===== src/rtl/fsm_enchimento_pkg.sv =====
// Shared definitions for the filling-stage controller.
// Holds the 3-bit state encoding. The other line FSMs use the same values,
// so existing encodings must not be renumbered.
package fsm_enchimento_pkg;

  typedef enum logic [2:0] {
    OCIOSO     = 3'd0,  // waiting for a bottle
    ASSENTANDO = 3'd1,  // bottle seating, waiting for it to settle
    ENCHENDO   = 3'd2,  // valve open, filling
    CHEIA      = 3'd3,  // bottle full, waiting for removal by the sealer
    ERRO       = 3'd4   // fault latched until acknowledged with no bottle
  } estado_t;

endpackage


===== src/rtl/fsm_enchimento_temporizador.sv =====
// Saturating up-counter used by the filling FSM for its seating delay and
// its fill timeout.
// Ports:
//   CLOCK   in   rising-edge clock
//   RESET   in   asynchronous active-low reset
//   clear   in   synchronous clear, takes priority over enable
//   enable  in   count one step per cycle while below LIMITE
//   LIMITE  in   W_TEMP-bit terminal value; the counter stops here
//   FIM     out  count == LIMITE
module fsm_enchimento_temporizador #(
  parameter int W_TEMP = 10
) (
  input  logic              CLOCK,
  input  logic              RESET,
  input  logic              clear,
  input  logic              enable,
  input  logic [W_TEMP-1:0] LIMITE,
  output logic              FIM
);

  logic [W_TEMP-1:0] count;

  // The less-than test stops the counter at LIMITE. It also keeps a stale
  // count above a newly selected limit from wrapping around.
  always_ff @(posedge CLOCK or negedge RESET) begin
    if (!RESET) begin
      count <= '0;
    end else if (clear) begin
      count <= '0;
    end else if (enable && (count < LIMITE)) begin
      count <= count + 1'b1;
    end
  end

  assign FIM = (count == LIMITE);

endmodule


===== src/rtl/fsm_enchimento.sv =====
// Moore FSM for the filling stage, directly upstream of bottle sealing.
// It waits for a bottle to settle in position and then opens the wine valve.
// The valve closes when the level sensor reports the target level, and the
// FSM then reports the bottle as full to the sealing stage. Timeouts, bottle
// removal and an empty tank are latched as faults. The FSM also counts the
// bottles it fills.
//
// There is no valid/ready handshake. GARRAFA_CHEIA is a level that stays
// high from the cycle after the level sensor trips until the bottle leaves
// the position. The sealing stage samples it as a plain level.
//
// Ports:
//   CLOCK             in   rising-edge system clock
//   RESET             in   asynchronous active-low reset
//   HABILITA          in   line run enable
//   GARRAFA_PRESENTE  in   bottle at the filling position
//   SENSOR_NIVEL      in   1 = target level reached
//   VINHO_DISPONIVEL  in   supply tank not empty
//   RECONHECE_ERRO    in   operator fault acknowledge
//   VALVULA_ABERTA    out  wine valve command
//   GARRAFA_CHEIA     out  bottle full, to the sealing stage
//   ERRO_ENCHIMENTO   out  fault flag
//   CONT_GARRAFAS     out  filled-bottle count, wraps modulo 2^W_CONT
//   estado            out  current state encoding (debug)
module fsm_enchimento
  import fsm_enchimento_pkg::*;
#(
  parameter int TEMPO_ASSENTAMENTO   = 4,
  parameter int TEMPO_MAX_ENCHIMENTO = 1000,
  parameter int W_TEMP               = 10,
  parameter int W_CONT               = 16
) (
  input  logic              CLOCK,
  input  logic              RESET,
  input  logic              HABILITA,
  input  logic              GARRAFA_PRESENTE,
  input  logic              SENSOR_NIVEL,
  input  logic              VINHO_DISPONIVEL,
  input  logic              RECONHECE_ERRO,
  output logic              VALVULA_ABERTA,
  output logic              GARRAFA_CHEIA,
  output logic              ERRO_ENCHIMENTO,
  output logic [W_CONT-1:0] CONT_GARRAFAS,
  output logic [2:0]        estado
);

  localparam logic [W_TEMP-1:0] LIM_ASSENT = W_TEMP'(TEMPO_ASSENTAMENTO - 1);
  localparam logic [W_TEMP-1:0] LIM_ENCH   = W_TEMP'(TEMPO_MAX_ENCHIMENTO - 1);

  estado_t           estado_atual;
  estado_t           estado_prox;
  logic              incrementa;
  logic              temp_clear;
  logic              temp_enable;
  logic              temp_fim;
  logic [W_TEMP-1:0] temp_limite;
  logic [W_CONT-1:0] cont;

  // One timer serves both timed states. Its limit follows the current
  // state. It restarts from zero on every state change, so each timed
  // state starts counting at 0.
  assign temp_clear  = (estado_prox != estado_atual);
  assign temp_enable = (estado_atual == ASSENTANDO) || (estado_atual == ENCHENDO);
  assign temp_limite = (estado_atual == ASSENTANDO) ? LIM_ASSENT : LIM_ENCH;

  fsm_enchimento_temporizador #(
    .W_TEMP (W_TEMP)
  ) u_temporizador (
    .CLOCK  (CLOCK),
    .RESET  (RESET),
    .clear  (temp_clear),
    .enable (temp_enable),
    .LIMITE (temp_limite),
    .FIM    (temp_fim)
  );

  always_ff @(posedge CLOCK or negedge RESET) begin
    if (!RESET) begin
      estado_atual <= OCIOSO;
    end else begin
      estado_atual <= estado_prox;
    end
  end

  always_ff @(posedge CLOCK or negedge RESET) begin
    if (!RESET) begin
      cont <= '0;
    end else if (incrementa) begin
      cont <= cont + 1'b1;
    end
  end

  always_comb begin
    estado_prox = estado_atual;
    incrementa  = 1'b0;
    case (estado_atual)
      OCIOSO: begin
        if (HABILITA && GARRAFA_PRESENTE) estado_prox = ASSENTANDO;
      end
      ASSENTANDO: begin
        // When the tank is empty the timer stays saturated, and filling
        // starts as soon as wine becomes available.
        if (!GARRAFA_PRESENTE || !HABILITA) estado_prox = OCIOSO;
        else if (temp_fim && VINHO_DISPONIVEL) estado_prox = ENCHENDO;
      end
      ENCHENDO: begin
        // A level reached on the last allowed cycle still counts as a
        // good fill, because the level test comes before the timeout test.
        if (!GARRAFA_PRESENTE) begin
          estado_prox = ERRO;
        end else if (SENSOR_NIVEL) begin
          estado_prox = CHEIA;
          incrementa  = 1'b1;
        end else if (temp_fim) begin
          estado_prox = ERRO;
        end else if (!VINHO_DISPONIVEL || !HABILITA) begin
          estado_prox = ERRO;
        end
      end
      CHEIA: begin
        if (!GARRAFA_PRESENTE) estado_prox = OCIOSO;
      end
      ERRO: begin
        if (RECONHECE_ERRO && !GARRAFA_PRESENTE) estado_prox = OCIOSO;
      end
      default: estado_prox = OCIOSO;
    endcase
  end

  // The outputs are decoded only from the state register. Each output has
  // its own state, so the valve and the full flag are never high together.
  assign VALVULA_ABERTA  = (estado_atual == ENCHENDO);
  assign GARRAFA_CHEIA   = (estado_atual == CHEIA);
  assign ERRO_ENCHIMENTO = (estado_atual == ERRO);
  assign CONT_GARRAFAS   = cont;
  assign estado          = estado_atual;

endmodule


===== config.mk =====
export PLATFORM = sky130hd
export DESIGN_NAME = fsm_enchimento
export DESIGN_NICKNAME = d
export VERILOG_FILES = /design/src/rtl/fsm_enchimento_pkg.sv /design/src/rtl/fsm_enchimento_temporizador.sv /design/src/rtl/fsm_enchimento.sv
export SDC_FILE = /design/constraint.sdc
export NUM_CORES = 1
export LEC_CHECK = 0
export ABC_AREA = 1
export CORE_MARGIN = 2
export CORE_UTILIZATION = 40
export DETAILED_ROUTE_END_ITERATION = 7
export PLACE_DENSITY = 0.62
export RECOVER_POWER = 25
export SYNTH_ARGS = -nofsm -noshare
export SYNTH_HDL_FRONTEND = slang
export SYNTH_HIERARCHICAL = 1
export SYNTH_SLANG_ARGS = --single-unit
export TNS_END_PERCENT = 10

===== constraint.sdc =====
create_clock -name CLOCK -period 2.9 [get_ports CLOCK]
set_clock_uncertainty 0.2 [all_clocks]
set_input_delay 0.58 -clock CLOCK [delete_from_list [all_inputs] [get_ports CLOCK]]
set_output_delay 0.58 -clock CLOCK [all_outputs]
set_load 0.01 [all_outputs]

==> out/qor.txt <==
Rows -> 26
top cells by count, synth -> nand2_1 (110), inv_1 (44), nor2_1 (31)
Remaining DRCs -> 0
CP Cell Sequence -> inv_2, nor3_1, inv_1, inv_1, ha_1, nand2_1, nor2_2, nand2_1, nor2_2, nand3_1, nand2_1, nand2_1, nand3_1, nand2_1, nand2_1, nand2_1, buf_4, nor3_1, nand2_1, nand2_1
Worst path depth -> 20
power share of the clock group -> 0.342
Worst R2R Path Depth -> 20
Slowest-stage cell, CP -> dfrtp_1
initial antenna violation count -> 0
ant diodes -> 0
critical path arrival -> 2.72 ns
Ys Warns -> 6
VDD IR max -> 0.0002533 V
H-tree depth -> 2
mean area per synthesized cell -> 6.896 sq um
CTS tree -> yes
Main synth FF type -> dfrtp_1
Setup crit end kind -> flip-flop
Area Overhead vs Synth -> 24.04%
HP Class -> flip-flop to flip-flop
die height -> 77.22 microns
Critical Path Start Type -> flip-flop
Non-Filler Instances -> 426
CP bufs+invs -> 4
die area -> 5963 sq um
CTS root buf -> clkbuf_8
GPL Wtd Cong -> 0.8516
Core Area -> 5140 sq um
TritonCTS buffer count -> 5
pwr dens -> 350.7 nW/um^2
biggest area consumer among synthesized cells -> dfrtp_1
period utilization -> 0.9307
share of layout cells above drive strength 1 -> 0.1039
Via Count -> 1,953
Comb pwr share -> 0.170
post-route ant nets -> 0
relative slew slack -> -0.04387
average routed wire per standard cell -> 11.05 microns
CP Capture Point -> u_temporizador/count[6]
sw power -> 0.2770 mW
insertion delay to the later sink of the worst-skew pair -> 0.28 ns
# setup viols final -> 0
async set or reset register ratio after synthesis -> 1.000
Die W -> 77.22 microns
Nets -> 374
Max Clk Rate -> 370.5 MHz
CTS clk-pin slew, worst paths -> 0.06 ns
placed wire-length estimate -> 3.565 mm
top-area cell type share of the netlist area -> 0.3384
wirelength, routed -> 4.708 mm
placed insts -> 415
Reg-to-Reg End -> u_temporizador/count[6]
Yosys reg bits -> 29
CP delay by family, top -> simple AND/OR/NAND/NOR gates
static leakage power -> 1.397 nW
most frequent CP cell -> nand2_1
Max Cap Viol -> 1
sw frac -> 0.2969
setup slack, reg-to-reg -> 0.20 ns
Cell Area, Synth -> 2145 sq um
Final Hold Vio Count -> 0
GR Overflow Total -> 0
largest net degree at the start of global routing -> 30
DR pass1 iterations -> 4
Seq/Total Area, Yosys -> 0.3384
DRT iter0 DRCs -> 142
count of buffers from port buffering -> 28
Pint -> 0.6560 mW
Total GRT Usage -> 0.1708
Critical Path RT -> 2.92 ns
Pwr Total -> 0.9330 mW
Clock Sinks -> 29
CP Class -> flip-flop to flip-flop
Worst R2R Start -> estado[0]
RSZ-0062 raised after global routing -> yes
starting density of the core -> 0.4172
crit-path max FO -> 10
Distinct cells, synth -> 27
Worst Tran Pin Value -> 1.566 ns
CTS max path bufs -> 2
Post-synth EDFFs -> 0
Synth Instances -> 311
most common cell in the netlist -> nand2_1
crit-path max cell delay -> 0.39 ns
first-pass GRT wire length -> 8.266 mm
# IOs -> 29
failing checks -> capacitance limit, slew limit
Crit. Startpoint -> estado[0]
power share of the sequential group -> 0.487
min Tclk post-route -> 2.699 ns
number of global-route vias before repair -> 1,804
routed vias/inst -> 4.585
outcome -> finished with violations
Post-CTS Hold Buffers -> 0
Slew Limit Fails -> 30
main area contributors after synthesis -> dfrtp_1 (34%), nand2_1 (19%), inv_1 (7.7%)
==> cell type report <==
class / count / area (sq um)
fillers: 532 / 2480
inverters: 45 / 168.9
flip-flops and latches: 29 / 725.7
repair buffers: 39 / 359.1
multi-input cells: 235 / 1236
well taps: 70 / 87.58
clock inverters: 2 / 10.01
clock buffers: 6 / 72.57
==> what timing repair did <==
action                     CTS  global route
setup buffers                0             3
setup endpoints to repair    0            10
gates resized for setup      0             4
==> metrics by stage <==
stage / hold slack [ns] / setup TNS, ns / setup WS, ns / area (sq um) / util
after floorplan: 0.08441 / 0 / 0.2965 / 2152 / -
after global placement: 0.3118 / 0 / 0.1924 / 2549 / 0.4959
after detailed placement: 0.3103 / 0 / 0.08033 / 2549 / 0.4959
after CTS: 0.3192 / 0 / 0.05186 / 2631 / 0.5119
after global routing: 0.3692 / -0.1541 / -0.04654 / 2660 / 0.5175
final: 0.3183 / 0 / 0.2009 / 2660 / 0.5175
==> how the worst min path moves through the flow <==
stage,from,slack (ns),cells after the start,end
after floorplan,RESET,0.08,0,CONT_GARRAFAS[0]
final,CONT_GARRAFAS[7],0.32,1,CONT_GARRAFAS[7]
after global placement,CONT_GARRAFAS[7],0.31,1,CONT_GARRAFAS[7]
after CTS,CONT_GARRAFAS[7],0.32,1,CONT_GARRAFAS[7]
after detailed placement,CONT_GARRAFAS[7],0.31,1,CONT_GARRAFAS[7]
after global routing,CONT_GARRAFAS[6],0.37,1,CONT_GARRAFAS[6]
==> kinds of logic (layout without fill, tap and decap cells) <==
group / Yosys count / in the layout / synth area share
xor gates and xnor gates: 11 / 11 / 0.04492
AOI/OAI and AO/OA: 14 / 14 / 0.03326
adders and majority gates: 12 / 12 / 0.07001
buffers and inverters: 49 / 92 / 0.09334
DFF: 29 / 29 / 0.3384
other: 2 / 4 / 0.003502
and+or+nand+nor: 194 / 194 / 0.4166
==> flip-flops by register name (all words and copies together) (netlist names) <==
name	count
u_temporizador/count	10
estado	3
CONT_GARRAFAS	16
==> layer usage <==
layer	wire [microns]	share of wire	track usage	vias up
li1	-	-	-	1054
met1	2326	0.49	0.2359	864
met2	2166	0.46	0.2652	28
met3	150	0.032	0.03176	7
met4	65	0.014	0.06429	0
met5	0	0	0	-
==> power by group through the flow <==
stage	registers, mW	logic, mW	clock network, mW
2_1_floorplan	0.457	0.100	0
3_3_place_gp	0.463	0.154	0
3_5_place_dp	0.462	0.154	0
4_1_cts	0.454	0.155	0.326
5_1_grt	0.457	0.181	0.345
6_report	0.455	0.159	0.319
==> worst reg2reg max path: stages, from the launching register on <==
cell	delay, ns
dfrtp_1	0.39
inv_2	0.08
nor3_1	0.05
inv_1	0.15
inv_1	0.07
ha_1	0.29
nand2_1	0.08
nor2_2	0.10
nand2_1	0.08
nor2_2	0.16
nand3_1	0.09
nand2_1	0.07
nand2_1	0.06
nand3_1	0.10
nand2_1	0.06
nand2_1	0.05
nand2_1	0.07
buf_4	0.18
nor3_1	0.19
nand2_1	0.07
nand2_1	0.06
==> layout by cell type, fill, tap and decap left out, types with 7 or more instances in the layout <==
cell             instances
nand4_1                  7
ha_1                    12
o21ai_0                 10
inv_1                   43
buf_4                   10
nor2_1                  29
nand2_1                110
nand3_1                 24
clkdlybuf4s50_1         27
dfrtp_1                 29
Power figures use the tool's default switching activity.
